<file path="src/rtl/vga_scan_timing_pkg.sv">
// Shared video timing definitions: 640x480@60 defaults, counter width and the sync bundle
// carried through the colour-alignment delay line.
package vga_scan_timing_pkg;

    localparam int H_VISIBLE_DEF = 640;
    localparam int H_FP_DEF      = 16;
    localparam int H_SYNC_DEF    = 96;
    localparam int H_BP_DEF      = 48;
    localparam int V_VISIBLE_DEF = 480;
    localparam int V_FP_DEF      = 10;
    localparam int V_SYNC_DEF    = 2;
    localparam int V_BP_DEF      = 33;

    localparam int H_TOTAL = H_VISIBLE_DEF + H_FP_DEF + H_SYNC_DEF + H_BP_DEF;
    localparam int V_TOTAL = V_VISIBLE_DEF + V_FP_DEF + V_SYNC_DEF + V_BP_DEF;

    // Counters are sized for the standard mode; smaller test geometries fit as well.
    localparam int CNT_W = $clog2((H_TOTAL > V_TOTAL) ? H_TOTAL : V_TOTAL);

    typedef struct packed {
        logic hs;
        logic vs;
        logic blank;
    } sync_t;

    function automatic sync_t sync_idle(input logic sync_act);
        sync_t s;
        s.hs    = ~sync_act;
        s.vs    = ~sync_act;
        s.blank = 1'b1;
        return s;
    endfunction

endpackage

</file>
<file path="src/rtl/vga_scan_timing_if.sv">
// Pixel-timing bundle from the raster generator to the tile pipeline and VGA pins.
interface vga_scan_timing_if;
    logic       pix_stb;
    logic [8:0] row;
    logic [9:0] col;
    logic       active;
    logic       line_start;
    logic       frame_start;
    logic       hsync_d;
    logic       vsync_d;
    logic       blank_d;

    modport master (
        output pix_stb, row, col, active, line_start, frame_start,
        output hsync_d, vsync_d, blank_d
    );

    modport slave (
        input pix_stb, row, col, active, line_start, frame_start,
        input hsync_d, vsync_d, blank_d
    );
endinterface

</file>
<file path="src/rtl/vga_scan_timing_sync_delay_line.sv">
// Enable-gated shift register: DEPTH+1 stages so that DEPTH=0 still yields a registered copy.
module vga_scan_timing_sync_delay_line
    import vga_scan_timing_pkg::*;
#(
    parameter int  DEPTH = 3,
    parameter type T     = sync_t
) (
    input  logic clk,
    input  logic rst,
    input  logic en,
    input  T     rst_val,
    input  T     d,
    output T     q
);

    T stage_reg [0:DEPTH];

    always_ff @(posedge clk) begin
        if (rst) begin
            for (int i = 0; i <= DEPTH; i++) begin
                stage_reg[i] <= rst_val;
            end
        end else if (en) begin
            stage_reg[0] <= d;
            for (int i = 1; i <= DEPTH; i++) begin
                stage_reg[i] <= stage_reg[i-1];
            end
        end
    end

    assign q = stage_reg[DEPTH];

endmodule

</file>
<file path="src/rtl/vga_scan_timing.sv">
// Raster scan generator: pixel divider, h/v counters, registered coordinates and
// sync/blank delayed to line up with the tile pipeline's colour output.
module vga_scan_timing
    import vga_scan_timing_pkg::*;
#(
    parameter int   CLK_DIV    = 4,
    parameter int   H_VISIBLE  = H_VISIBLE_DEF,
    parameter int   H_FP       = H_FP_DEF,
    parameter int   H_SYNC     = H_SYNC_DEF,
    parameter int   H_BP       = H_BP_DEF,
    parameter int   V_VISIBLE  = V_VISIBLE_DEF,
    parameter int   V_FP       = V_FP_DEF,
    parameter int   V_SYNC     = V_SYNC_DEF,
    parameter int   V_BP       = V_BP_DEF,
    parameter logic SYNC_ACT   = 1'b0,
    parameter int   PIPE_DELAY = 3
) (
    input  logic              clk,
    input  logic              rst,
    vga_scan_timing_if.master vid
);

    localparam int H_TOT    = H_VISIBLE + H_FP + H_SYNC + H_BP;
    localparam int V_TOT    = V_VISIBLE + V_FP + V_SYNC + V_BP;
    localparam int HS_START = H_VISIBLE + H_FP;
    localparam int HS_END   = HS_START + H_SYNC;
    localparam int VS_START = V_VISIBLE + V_FP;
    localparam int VS_END   = VS_START + V_SYNC;
    localparam int DIV_W    = (CLK_DIV > 1) ? $clog2(CLK_DIV) : 1;

    logic [DIV_W-1:0] div_cnt_reg;
    logic [CNT_W-1:0] hcnt_reg;
    logic [CNT_W-1:0] vcnt_reg;
    logic             tick;
    logic             h_last;
    logic             v_last;
    logic             active_now;
    sync_t            raw_sync;
    sync_t            sync_d;

    logic       pix_stb_reg;
    logic [8:0] row_reg;
    logic [9:0] col_reg;
    logic       active_reg;
    logic       line_start_reg;
    logic       frame_start_reg;

    // With CLK_DIV==1 the divider sits at 0 and tick is permanently high.
    assign tick   = (div_cnt_reg == DIV_W'(CLK_DIV - 1));
    assign h_last = (hcnt_reg == CNT_W'(H_TOT - 1));
    assign v_last = (vcnt_reg == CNT_W'(V_TOT - 1));

    always_ff @(posedge clk) begin
        if (rst) begin
            div_cnt_reg <= '0;
        end else if (tick) begin
            div_cnt_reg <= '0;
        end else begin
            div_cnt_reg <= div_cnt_reg + 1'b1;
        end
    end

    always_ff @(posedge clk) begin
        if (rst) begin
            hcnt_reg <= '0;
            vcnt_reg <= '0;
        end else if (tick) begin
            if (h_last) begin
                hcnt_reg <= '0;
                vcnt_reg <= v_last ? '0 : vcnt_reg + 1'b1;
            end else begin
                hcnt_reg <= hcnt_reg + 1'b1;
            end
        end
    end

    always_comb begin
        active_now     = (hcnt_reg < CNT_W'(H_VISIBLE)) && (vcnt_reg < CNT_W'(V_VISIBLE));
        raw_sync.hs    = ~SYNC_ACT;
        raw_sync.vs    = ~SYNC_ACT;
        raw_sync.blank = ~active_now;
        if ((hcnt_reg >= CNT_W'(HS_START)) && (hcnt_reg < CNT_W'(HS_END))) begin
            raw_sync.hs = SYNC_ACT;
        end
        if ((vcnt_reg >= CNT_W'(VS_START)) && (vcnt_reg < CNT_W'(VS_END))) begin
            raw_sync.vs = SYNC_ACT;
        end
    end

    // Outputs capture the pixel the counters point at, so they appear together with pix_stb.
    always_ff @(posedge clk) begin
        if (rst) begin
            pix_stb_reg     <= 1'b0;
            row_reg         <= '0;
            col_reg         <= '0;
            active_reg      <= 1'b1;
            line_start_reg  <= 1'b0;
            frame_start_reg <= 1'b0;
        end else begin
            pix_stb_reg <= tick;
            if (tick) begin
                row_reg         <= active_now ? vcnt_reg[8:0] : '1;
                col_reg         <= active_now ? hcnt_reg[9:0] : '1;
                active_reg      <= active_now;
                line_start_reg  <= (hcnt_reg == '0) && (vcnt_reg < CNT_W'(V_VISIBLE));
                frame_start_reg <= (hcnt_reg == '0) && (vcnt_reg == '0);
            end
        end
    end

    vga_scan_timing_sync_delay_line #(
        .DEPTH (PIPE_DELAY),
        .T     (sync_t)
    ) u_sync_delay (
        .clk     (clk),
        .rst     (rst),
        .en      (tick),
        .rst_val (sync_idle(SYNC_ACT)),
        .d       (raw_sync),
        .q       (sync_d)
    );

    assign vid.pix_stb     = pix_stb_reg;
    assign vid.row         = row_reg;
    assign vid.col         = col_reg;
    assign vid.active      = active_reg;
    assign vid.line_start  = line_start_reg;
    assign vid.frame_start = frame_start_reg;
    assign vid.hsync_d     = sync_d.hs;
    assign vid.vsync_d     = sync_d.vs;
    assign vid.blank_d     = sync_d.blank;

endmodule
</file>
<file path="src/flat_wrapper.sv">
// flat-port wrapper written by rule: the top's interface ports become plain ports
module vga_scan_timing_flat import vga_scan_timing_pkg::*;
#(
    parameter int   CLK_DIV    = 4,
    parameter int   H_VISIBLE  = H_VISIBLE_DEF,
    parameter int   H_FP       = H_FP_DEF,
    parameter int   H_SYNC     = H_SYNC_DEF,
    parameter int   H_BP       = H_BP_DEF,
    parameter int   V_VISIBLE  = V_VISIBLE_DEF,
    parameter int   V_FP       = V_FP_DEF,
    parameter int   V_SYNC     = V_SYNC_DEF,
    parameter int   V_BP       = V_BP_DEF,
    parameter logic SYNC_ACT   = 1'b0,
    parameter int   PIPE_DELAY = 3
)
  (clk, rst, vid_pix_stb, vid_row, vid_col, vid_active, vid_line_start, vid_frame_start, vid_hsync_d, vid_vsync_d, vid_blank_d);
  vga_scan_timing_if vid_i ();
  input  logic clk;
  input  logic rst;
  output wire logic [$bits(vid_i.pix_stb)-1:0] vid_pix_stb;
  output wire logic [$bits(vid_i.row)-1:0] vid_row;
  output wire logic [$bits(vid_i.col)-1:0] vid_col;
  output wire logic [$bits(vid_i.active)-1:0] vid_active;
  output wire logic [$bits(vid_i.line_start)-1:0] vid_line_start;
  output wire logic [$bits(vid_i.frame_start)-1:0] vid_frame_start;
  output wire logic [$bits(vid_i.hsync_d)-1:0] vid_hsync_d;
  output wire logic [$bits(vid_i.vsync_d)-1:0] vid_vsync_d;
  output wire logic [$bits(vid_i.blank_d)-1:0] vid_blank_d;
  assign vid_pix_stb = vid_i.pix_stb;
  assign vid_row = vid_i.row;
  assign vid_col = vid_i.col;
  assign vid_active = vid_i.active;
  assign vid_line_start = vid_i.line_start;
  assign vid_frame_start = vid_i.frame_start;
  assign vid_hsync_d = vid_i.hsync_d;
  assign vid_vsync_d = vid_i.vsync_d;
  assign vid_blank_d = vid_i.blank_d;
  vga_scan_timing #(.CLK_DIV(CLK_DIV), .H_VISIBLE(H_VISIBLE), .H_FP(H_FP), .H_SYNC(H_SYNC), .H_BP(H_BP), .V_VISIBLE(V_VISIBLE), .V_FP(V_FP), .V_SYNC(V_SYNC), .V_BP(V_BP), .SYNC_ACT(SYNC_ACT), .PIPE_DELAY(PIPE_DELAY)) u_core (.clk(clk), .rst(rst), .vid(vid_i));
endmodule
</file>
<file path="config.mk">
export PLATFORM = sky130hd
export DESIGN_NAME = vga_scan_timing_flat
export DESIGN_NICKNAME = d
export VERILOG_FILES = /design/src/rtl/vga_scan_timing_pkg.sv /design/src/rtl/vga_scan_timing_if.sv /design/src/rtl/vga_scan_timing_sync_delay_line.sv /design/src/rtl/vga_scan_timing.sv /design/src/flat_wrapper.sv
export SDC_FILE = /design/constraint.sdc
export NUM_CORES = 1
export LEC_CHECK = 0
export CORE_MARGIN = 8
export CORE_UTILIZATION = 35
export DETAILED_ROUTE_END_ITERATION = 8
export PLACE_DENSITY_LB_ADDON = 0.15
export RECOVER_POWER = 100
export SYNTH_ARGS = -nofsm -noshare
export SYNTH_HDL_FRONTEND = slang
export SYNTH_SLANG_ARGS = --single-unit
</file>
<file path="constraint.sdc">
create_clock -name clk -period 4.45 [get_ports clk]
set_input_delay 1.335 -clock clk [delete_from_list [all_inputs] [get_ports clk]]
set_output_delay 1.335 -clock clk [all_outputs]
set_load 0.05 [all_outputs]
</file>
Word level (Yosys, flattened, before mapping)
Memories as Yosys holds them, arrays and structs flattened. Cells that the tools add are included. Widths: inputs -> output; s select.

Output and inout port bits: 26. Input bits: 2. Register bits: 45. Latch bits: 0. Bits in writable memories: 12. Memory bits (read-only): 0. Word-level logic and storage cells: 51. Memories kept: 1.

Mux-type cells: 15. Div/mod/pow operators: 0. Add/sub/neg operators: 3. Bitwise logic cells: 5. Equal/unequal tests: 3. Shifts and indexed selects: 0. Multipliers: 0. $lt $le $gt $ge: 6. Reduce and logical (&&, ||, !) cells: 9.

Memories: u_core.u_sync_delay.stage_reg (depth 4, bits a word 3, rd ports 4, clocked after Yosys merged registers in 0, wr ports 4, RTL line vga_scan_timing_sync_delay_line.sv:16) `T stage_reg [0:DEPTH];`.

Operator list (number): $mux 10 (3); $add 10x1->10 const B (2); $eq 10x10->1 const B (2); $logic_not 10->1 (2); $lt 10x10->1 const B (2); $lt 10x9->1 const B (2); $mux 3 (4); $ge 10x10->1 const B (1); $ge 10x9->1 const B (1); $mux 9 (1); $mux 1 (7); $logic_and 1x1->1 (5); $or 1x1->1 (4); $add 2x1->2 const B (1); $eq 2x2->1 const B (1); $reduce_and 2->1 (1); $reduce_or 2->1 (1); $not 1->1 (1).

Logic depth before layout (Yosys ltp)
Gate-level depths: netlist of run 1.

Word-level depth: 5. Gate-level depth with buffers: 7. Gate-level depth less buffers: 6.

By module
Synthesis of run 1 repeated with hierarchy kept, for this count alone.

Cell total of the unflattened synthesis: 244. Area total of the unflattened synthesis: 2517.4 um2.

Modules (own cells, without submodules): vga_scan_timing (area an instance 1944.4 um2, cells each 217, sequential area each 900.9 um2, instances 1); vga_scan_timing_sync_delay_line (area an instance 573.0 um2, cells each 27, sequential area each 360.3 um2, instances 1).

Worst setup path after synthesis of run 1
OpenSTA, ideal clock, no wires.

Path type: input -> register. From: input port rst. To: memory u_core.u_sync_delay.stage_reg[0][2] (netlist name) (data pin). Cell stages on the path: 5. Required time: 4.178 ns. Buffers on the path: 1. Library setup time: 0.272 ns. Data arrival time: 2.250 ns. Slack: 1.928 ns. Cell sequence: clkbuf_1 nand2b_1 inv_1 nand3_1 or4_1.

RTL lines: start: declaration (RTL line flat_wrapper.sv:19) `input logic rst;`; end: declaration (RTL line vga_scan_timing_sync_delay_line.sv:16).

==> out/metrics.csv, run 1 <==
metric,value,unit
status,completed,
unrepaired setup endpoints after global routing,no,
layer with the highest usage,met1,
"Avg Cell Area, Syn",9.11,sq um
vias per cell,4.97,
# Max-Cap Violations,0,
sequential-to-total area share from yosys stat,52.3,%
met1 Usage GRT,15.6,%
most used flip-flop cell after synthesis,dfxtp_1,
Placed Instances,354,
First DRT Iteration DRCs,104,
Placer Congestion,0.749,
RR Startpoint,u_core.div_cnt_reg[0]$_SDFF_PP0_,
Final Hold Viols,0,
Nets,292,
hold_buf cts,0,
number of port buffers,27,
Post-DRT Antenna Nets,0,
Hold EP,u_core.div_cnt_reg[0]$_SDFF_PP0_,
layout cells sized above 1,9.31,%
clk root buf,clkbuf_8,
GRT Util Overall,11.4,%
ant diodes,0,
Rows,30,
reg2reg end,u_core.vcnt_reg[9]$_SDFFE_PP0P_,
grt ovf,0,
relative slew slack,38.0,%
critical path peak fanout,43,
CP Launch Type,primary input,
Max clock buf depth,2,
Hold Crit Depth,1,
Sink Count,57,
initial antenna violation count,0,
die height,99.0,um
switching pwr,0.000294,W
"Largest stage delay, worst path",0.78,ns
Power Density,385,mW/mm^2
H-tree depth,3,
Hold/Removal Path Class,register to register,
r2r worst-path depth,6,
Final Max Slew Viols,0,
vias in the first global route,1827,
Netlist cell types,41,
Final Critical Period,3.13,ns
critical path class,primary input to register,
synthesis-to-finish area growth,19.2,%
clk slew on worst S/H paths,0.06,ns
met2 global-route usage,15.5,%
fin crit share,70.3,%
Worst setup EP type,register,
r2r setup slk,1.97,ns
via count,1840,
Flop pwr share,50.3,%
final WL,5.12,mm
IO Pins,28,
setup_tns,0,ns
internal power,0.000812,W
final setup fails,0,
"flops & latches, synth",57,
Post-Syn Area,0.00241,sq mm
"EDFF count, synth",12,
Clock Latency Late Sink,0.33,ns
Post CTS Setup Buffer Count,0,
met3 Track Usage GR,2.47,%
Mapped Nets,272,
Post-synth ARST share,0,%
fin cells,370,
Max Freq,319,MHz
CTS tree,yes,
switching share of power,26.6,%
CTS Buf Count,9,
largest net degree at the start of global routing,44,
drt pass-1 iters,4,
WP data required,4.40,ns
Die X,99.0,um
leak pwr,1.02,nW
Logic pwr share,11.6,%
DRC Markers,0,
die area,0.00981,sq mm
routed length per instance,13.8,um
Clk pwr share,38.1,%
Slew @ Worst Pin,0.930,ns
first-pass GRT wire length,8.93,mm
Syn Inst Count,265,
HPWL Detailed,3.28,mm
YS warnings,0,
max reg flops,12,
slowest library cell on the worst path,or2_0,
clock skew,0.00507,ns
post-CTS sizing,0,
filler cell count,699,
Initial Util,35.9,%
Core Area,0.00672,sq mm
worst path cell trace,dlygate4sd3_1 -> buf_4 -> or2_0,
hold path startpoint,u_core.div_cnt_reg[0]$_SDFF_PP0_,
Peak VDD IR,0.000154,V
data arrival time of the critical path,3.08,ns
## cell families after synthesis
group | after synthesis | synth area share, %
mux | 2 | 0.829
flops | 57 | 52.3
compound gates | 25 | 7.05
fa+ha+maj | 5 | 2.59
xor+xnor | 9 | 3.27
simple gates | 136 | 28.3
buf+inv | 31 | 5.70
## cell usage in the layout (no fill, tap or decap), types with 2 or more instances in the layout
| cell type | n |
|---|---|
| or4_1 | 3 |
| mux2i_1 | 2 |
| nand3_1 | 7 |
| clkbuf_1 | 3 |
| xnor2_1 | 6 |
| a21oi_1 | 8 |
| inv_1 | 10 |
| clkinv_2 | 3 |
| nand2_1 | 10 |
| or2_2 | 10 |
| dlygate4sd3_1 | 27 |
| nor2b_1 | 2 |
| o31ai_1 | 2 |
| nor4_1 | 7 |
| o21ai_0 | 4 |
| xor2_1 | 3 |
| nand4b_1 | 3 |
| edfxtp_1 | 12 |
| nor2_1 | 48 |
| nand4_1 | 8 |
| o41ai_1 | 2 |
| buf_4 | 2 |
| ha_1 | 5 |
| o311ai_0 | 2 |
| clkbuf_8 | 11 |
| nor3_1 | 30 |
| dfxtp_1 | 45 |
## routing by layer
metal,routed length [um],vias up
met3,189,11
met5,0,-
met1,2830,825
met4,118,0
met2,1980,39
li1,-,965
## synthesized netlist by cell type (all sizes together), types with 5 or more instances
master / count / area, sq um
ha: 5 / 62.6
inv: 10 / 37.5
a21oi: 8 / 40.0
nor3: 30 / 150
nor4: 7 / 43.8
dfxtp: 45 / 901
nand3: 7 / 35.0
or2: 11 / 68.8
nand4: 8 / 50.1
nand2: 10 / 37.5
nor2: 48 / 180
edfxtp: 12 / 360
clkbuf: 17 / 65.1
xnor2: 6 / 52.6
## power groups by stage
stage               Sequential, W  Clock (W)  Combinational, W
floorplan                0.000615          0         0.0000475
global placement         0.000568          0          0.000135
detailed placement       0.000568          0          0.000135
CTS                      0.000557   0.000439          0.000136
global route             0.000559   0.000462          0.000140
finish                   0.000557   0.000422          0.000128
## worst max-delay path, delay by kind of cell
| kind | cells | cell delay (ns) |
|---|---|---|
| buffers and inverters | 2 | 0.93 |
| and+or+nand+nor | 1 | 0.78 |
## layout make-up
| cell class | instances | area (sq um) | share of cell area [%] |
|---|---|---|---|
| tap | 80 | 100 | 3.48 |
| clock buffer | 13 | 159 | 5.52 |
| inverter | 10 | 37.5 | 1.30 |
| timing repair buffer | 30 | 289 | 10.0 |
| clock inverter | 3 | 15.0 | 0.522 |
| sequential | 57 | 1260 | 43.8 |
| multi-input combinational | 177 | 1010 | 35.3 |
## worst max path at each step
| stage | endpoint | start | cells past startpoint | slack [ns] |
|---|---|---|---|---|
| after floorplan | u_core.u_sync_delay.stage_reg[0][2]$_SDFFCE_PN1P_ | rst | 5 | 1.93 |
| after global placement | u_core.u_sync_delay.stage_reg[0][2]$_SDFFCE_PN1P_ | rst | 5 | 1.42 |
| after detailed placement | u_core.u_sync_delay.stage_reg[0][2]$_SDFFCE_PN1P_ | rst | 5 | 1.40 |
| after CTS | vid_row[8] | u_core.vid.row[8]$_SDFFE_PP0P_ | 1 | 1.59 |
| after global routing | u_core.u_sync_delay.stage_reg[2][1]$_SDFFCE_PN1P_ | rst | 3 | 1.18 |
| final | u_core.u_sync_delay.stage_reg[2][1]$_SDFFCE_PN1P_ | rst | 3 | 1.32 |
## metrics by stage
step	setup WS, ns	cell area [sq um]	utilization [%]	hold WS (ns)	power (W)
finish	1.32	2880	42.8	0.427	0.00111
global route	1.18	2880	42.8	0.436	0.00116
global placement	1.42	2710	40.3	0.410	0.000703
floorplan	1.93	2410	-	0.399	0.000662
CTS	1.59	2880	42.9	0.422	0.00113
detailed placement	1.40	2710	40.3	0.413	0.000703
Note: power is estimated with default switching activity, not from simulation.
==> run 2: changes to the inputs <==
- clock period: 4.45 -> 2.5 ns (I/O delays scaled with it)
==> run 2 against run 1 <==
First-iteration DRC count rose by 74%. Clock power is 110% higher. Register-to-register slack worse by 1.6 ns. Critical path depth decreased by 2. Total power is 90% higher. Combinational power grew 84%. Die area stayed put.
==> out/metrics.csv, run 2 (synthesis gave the netlist of run 1 again) <==
metric,value,unit,change
Nets,304,,+4.1%
routed length per instance,14.1,um,+2.2%
First DRT Iteration DRCs,181,,+74%
Core Area,0.00672,sq mm,unchanged
via count,1931,,+4.9%
Slew @ Worst Pin,0.624,ns,-0.306 ns
IO Pins,28,,unchanged
final WL,5.40,mm,+5.5%
fin crit share,92.5,%,
internal power,0.00157,W,+93%
switching pwr,0.000534,W,+81%
drt pass-1 iters,4,,unchanged
Clk pwr share,41.8,%,+3.7 points
relative slew slack,58.0,%,+20 points
worst path cell trace,dlygate4sd3_1,,
Post-DRT Antenna Nets,0,,unchanged
Hold/Removal Path Class,register to register,,
unrepaired setup endpoints after global routing,no,,
Final Critical Period,2.31,ns,
Peak VDD IR,0.000331,V,+120%
Max clock buf depth,2,,unchanged
filler cell count,667,,-4.6%
# Max-Cap Violations,0,,unchanged
Worst setup EP type,output port,,
Clock Latency Late Sink,0.33,ns,about the same
met2 WL,2.19,mm,+10%
DR top layer,met4,,
ant diodes,0,,unchanged
placed cell areas,0.00280,sq mm,+3.3%
hold_buf cts,0,,unchanged
die area,0.00981,sq mm,unchanged
clk root buf,clkbuf_8,,
final setup fails,0,,unchanged
Power Density,705,mW/mm^2,+83%
HPWL Detailed,3.61,mm,+9.8%
grt ovf,0,,unchanged
Post CTS Setup Buffer Count,0,,unchanged
Initial Util,35.9,%,unchanged
slowest library cell on the worst path,dlygate4sd3_1,,
post-CTS sizing,0,,unchanged
Logic pwr share,11.2,%,-0.4 points
"CP delay by family, top",buffers and inverters,,
number of port buffers,27,,unchanged
clock skew,0.00592,ns,+0.000850 ns
switching share of power,25.4,%,-1.2 points
data arrival time of the critical path,1.56,ns,-1.52 ns
status,completed,,
max reg flops,12,,unchanged
first-pass GRT wire length,9.26,mm,+3.7%
synthesis-to-finish area growth,23.4,%,
r2r worst-path depth,4,,-2
metal1 wirelength,2.78,mm,-1.7%
CP Launch Type,register,,
clk slew on worst S/H paths,0.06,ns,about the same
Buf/Inv on CP,1,,-1
CTS tree,yes,,
Hold Crit Depth,1,,unchanged
hold path startpoint,u_core.div_cnt_reg[0]$_SDFF_PP0_,,
Sink Count,57,,unchanged
Crit. Startpoint,u_core.vid.row[8]$_SDFFE_PP0P_,,
leak pwr,1.09,nW,+6.6%
Max Freq,432,MHz,
instance count on the critical path,1,,-2
fin area,0.00298,sq mm,+3.6%
critical path class,register to output port,,
die height,99.0,um,unchanged
CTS Buf Count,9,,unchanged
Placer Congestion,0.770,,+2.8%
DRC Markers,0,,unchanged
initial antenna violation count,0,,unchanged
H-tree depth,3,,unchanged
Rows,30,,unchanged
critical path peak fanout,2,,-95%
"Largest stage delay, worst path",0.90,ns,+0.12 ns
RR Startpoint,u_core.hcnt_reg[5]$_SDFFE_PP0P_,,
vias per cell,5.05,,+1.6%
"most common cell after layout, fill and taps aside",nor2_1,,
Flop pwr share,47.0,%,-3.3 points
most frequent cells in the layout,"nor2_1 (48), dfxtp_1 (45), nor3_1 (30), dlygate4sd3_1 (27), clkbuf_8 (13)",,
layout cells sized above 1,11.9,%,+2.6 points
Final Hold Viols,0,,unchanged
Die X,99.0,um,unchanged
WP data required,1.75,ns,-2.65 ns
routed wl met3,267,um,+41%
largest net degree at the start of global routing,30,,-32%
setup_tns,0,ns,unchanged
vias in the first global route,1911,,+4.6%
Final Max Slew Viols,0,,unchanged
GRT Util Overall,12.0,%,+0.60 points
-- run 2: cell types whose count changed in the layout (fill, tap and decap cells not counted), sizes merged --
cell,delta
buf,+5
clkbuf,+9
clkinv,-2
-- run 2: through the flow --
stage	cells	util, %	power, W	hold WS, ns	setup slack [ns]
final	382	44.3	0.00210	0.433	0.187
after global routing	382	44.3	0.00220	0.457	0.134
after CTS	382	44.8	0.00215	0.435	0.224
after detailed placement	366	41.6	0.00126	0.425	0.201
after global placement	366	41.6	0.00126	0.414	0.229
after floorplan	265	-	0.00118	0.399	0.249
-- run 2: per-layer routing --
metal,GRT usage (%),vias to the layer above
met5,0,-
met4,8.85,0
met3,3.10,12
met2,16.3,49
met1,15.7,884
li1,-,986
-- run 2: area by class of cell --
type                       instances  area, sq um  area share (%)
sequential                        57         1260            42.3
multi-input combinational        177         1010            33.9
inverter                          10         37.5            1.26
clock inverter                     1         5.00           0.168
clock buffer                      15          208            6.97
timing repair buffer              42          358            12.0
tap                               80          100            3.36
-- run 2: path summary, 6_finish.rpt --
kind,slack [ns],to
worst max register to register,0.34,u_core.vcnt_reg[9]$_SDFFE_PP0P_
worst min register to register,0.43,u_core.div_cnt_reg[0]$_SDFF_PP0_
worst max-delay path,0.19,vid_row[8]
worst min-delay path,0.43,u_core.div_cnt_reg[0]$_SDFF_PP0_
-- run 2: worst register-to-register path, delay by kind of cell, from the launching register on --
family	cells	cell delay, ns
AND/OR/NAND/NOR	3	1.63
AO/OA/AOI/OAI	1	0.14
flip-flops	1	0.31
-- run 2: power groups by stage --
| stage | combinational (W) | clock, W | sequential [W] |
|---|---|---|---|
| 2_1_floorplan | 0.0000845 | 0 | 0.00109 |
| 3_3_place_gp | 0.000252 | 0 | 0.00101 |
| 3_5_place_dp | 0.000251 | 0 | 0.00101 |
| 4_1_cts | 0.000253 | 0.000907 | 0.000989 |
| 5_1_grt | 0.000259 | 0.000945 | 0.000991 |
| 6_report | 0.000235 | 0.000878 | 0.000987 |
==> run 3: changes to the inputs <==
- clock period: 2.5 -> 2.35 ns (I/O delays scaled with it)
==> run 3 against run 2 <==
Hold slack lost 0.013 ns. Sequential share of layout area shrank 0.071 points. Clock power shrank 3.4%. Cell area grew 0.17%. Sequential power grew 6%. Total power grew 2.7%. Setup slack lost 0.097 ns. Sequential cell count is the same. Combinational power grew 8.5%. Via count shrank 0.41%. Largest cell class unchanged. Largest power group unchanged.
==> out/metrics.csv, run 3 (synthesis gave the netlist of run 1 again) <==
metric,value,unit,change
relative slew slack,49.3,%,-8.7 points
status,completed,,
synthesis-to-finish area growth,23.6,%,
die height,99.0,um,unchanged
PnR worst setup slack,0.0904,ns,-0.0965 ns
"CP delay by family, top",buffers and inverters,,
Final Critical Period,2.26,ns,
Final Max Slew Viols,0,,unchanged
largest net degree at the start of global routing,30,,unchanged
first-pass GRT wire length,9.31,mm,+0.53%
critical path class,register to output port,,
vias per cell,5.01,,-0.93%
vias in the first global route,1901,,-0.52%
WP data required,1.64,ns,-0.11 ns
Buf/Inv on CP,1,,unchanged
Final Hold Viols,0,,unchanged
worst path cell trace,dlygate4sd3_1,,
via count,1923,,-0.41%
Slew @ Worst Pin,0.761,ns,+0.137 ns
Nets,306,,+0.66%
final setup fails,0,,unchanged
Power Density,723,mW/mm^2,+2.5%
Sink Count,57,,unchanged
die area,0.00981,sq mm,unchanged
ant diodes,0,,unchanged
Post CTS Setup Buffer Count,0,,unchanged
Core Area,0.00672,sq mm,unchanged
CTS tree,yes,,
setup_tns,0,ns,unchanged
max reg flops,12,,unchanged
Clk pwr share,39.3,%,-2.5 points
Worst setup EP type,output port,,
data arrival time of the critical path,1.55,ns,about the same
most frequent cells in the layout,"nor2_1 (48), dfxtp_1 (45), nor3_1 (30), dlygate4sd3_1 (26), edfxtp_1 (12)",,
dpl ws,0.115,ns,-0.0866 ns
Max Freq,443,MHz,
Hold/Removal Path Class,register to register,,
leak pwr,1.08,nW,-0.94%
drt pass-1 iters,4,,unchanged
fin crit share,96.2,%,
Die X,99.0,um,unchanged
Logic pwr share,11.8,%,+0.6 points
final WL,5.45,mm,+0.87%
r2r setup slk,0.29,ns,-0.05 ns
Flop pwr share,48.9,%,+1.9 points
"most common cell after layout, fill and taps aside",nor2_1,,
"Largest stage delay, worst path",0.89,ns,about the same
CTS Buf Count,9,,unchanged
clk slew on worst S/H paths,0.06,ns,about the same
clock skew,0.00719,ns,+0.00127 ns
# Max-Cap Violations,0,,unchanged
hold_buf cts,0,,unchanged
layout cells sized above 1,11.8,%,-0.078 points
First DRT Iteration DRCs,158,,-13%
hold slack,0.420,ns,-0.0128 ns
grt ovf,0,,unchanged
critical path peak fanout,2,,unchanged
HPWL Detailed,3.57,mm,-0.89%
Clock Latency Late Sink,0.33,ns,about the same
slowest library cell on the worst path,dlygate4sd3_1,,
Max clock buf depth,2,,unchanged
switching share of power,26.0,%,+0.62 points
IO Pins,28,,unchanged
number of port buffers,27,,unchanged
DRC Markers,0,,unchanged
CP Launch Type,register,,
post-CTS sizing,0,,unchanged
internal power,0.00160,W,+1.8%
GRT Util Overall,11.9,%,-0.026 points
Initial Util,35.9,%,unchanged
initial antenna violation count,0,,unchanged
switching pwr,0.000562,W,+5.2%
Post-DRT Antenna Nets,0,,unchanged
Rows,30,,unchanged
H-tree depth,3,,unchanged
Peak VDD IR,0.000352,V,+6.2%
unrepaired setup endpoints after global routing,no,,
routed length per instance,14.2,um,+0.34%
clk root buf,clkbuf_8,,
Placer Congestion,0.773,,+0.42%
filler cell count,654,,-1.9%
[run 3: cell types whose count changed in the layout (fill, tap and decap cells not counted), sizes merged]
cell / before / now
buf: 7 / 12
clkinv: 1 / 3
dlygate4sd3: 27 / 26
clkdlybuf4s50: 0 / 1
clkbuf: 23 / 17
bufinv: 0 / 1
[run 3: path summary, 6_finish.rpt]
path / start / cells past startpoint / endpoint
worst max-delay path: u_core.vid.row[8]$_SDFFE_PP0P_ / 1 / vid_row[8]
worst min-delay path: u_core.div_cnt_reg[0]$_SDFF_PP0_ / 1 / u_core.div_cnt_reg[0]$_SDFF_PP0_
worst min register to register: u_core.div_cnt_reg[0]$_SDFF_PP0_ / 1 / u_core.div_cnt_reg[0]$_SDFF_PP0_
worst max register to register: u_core.hcnt_reg[5]$_SDFFE_PP0P_ / 4 / u_core.vcnt_reg[9]$_SDFFE_PP0P_
[run 3: worst reg2reg max path: stages (launching register included)]
cell     delay [ns]
dfxtp_1        0.31
or3_4          0.44
or4_1          0.57
or4_1          0.51
a21oi_1        0.15
[run 3: routing by layer]
metal  part of all wire (%)  global-route usage, %
met1                     52                   15.7
met2                     41                   16.3
met3                    4.8                   4.09
met4                    2.3                   7.20
met5                      0                      0
[run 3: layout make-up]
class,instances,area (sq um),area share [%]
sequential,57,1260,42.3
multi-input combinational,177,1010,34.0
timing repair buffer,44,392,13.1
clock buffer,12,135,4.53
tap,80,100,3.35
clock inverter,4,43.8,1.47
inverter,10,37.5,1.26
[run 3: through the flow]
stage / power [W] / instances / util, % / area [sq um]
after global placement: 0.00134 / 368 / 42.0 / 2820
after detailed placement: 0.00135 / 368 / 42.0 / 2820
after global routing: 0.00225 / 384 / 44.4 / 2980
final: 0.00216 / 384 / 44.4 / 2980
after CTS: 0.00221 / 384 / 44.7 / 3000
after floorplan: 0.00125 / 265 / - / 2410
[run 3: power by group through the flow]
stage / Clock, W / Combinational, W / Sequential (W)
finish: 0.000848 / 0.000255 / 0.00105
detailed placement: 0 / 0.000269 / 0.00108
global route: 0.000916 / 0.000280 / 0.00106
CTS: 0.000880 / 0.000271 / 0.00106
global placement: 0 / 0.000268 / 0.00108
floorplan: 0 / 0.0000899 / 0.00116
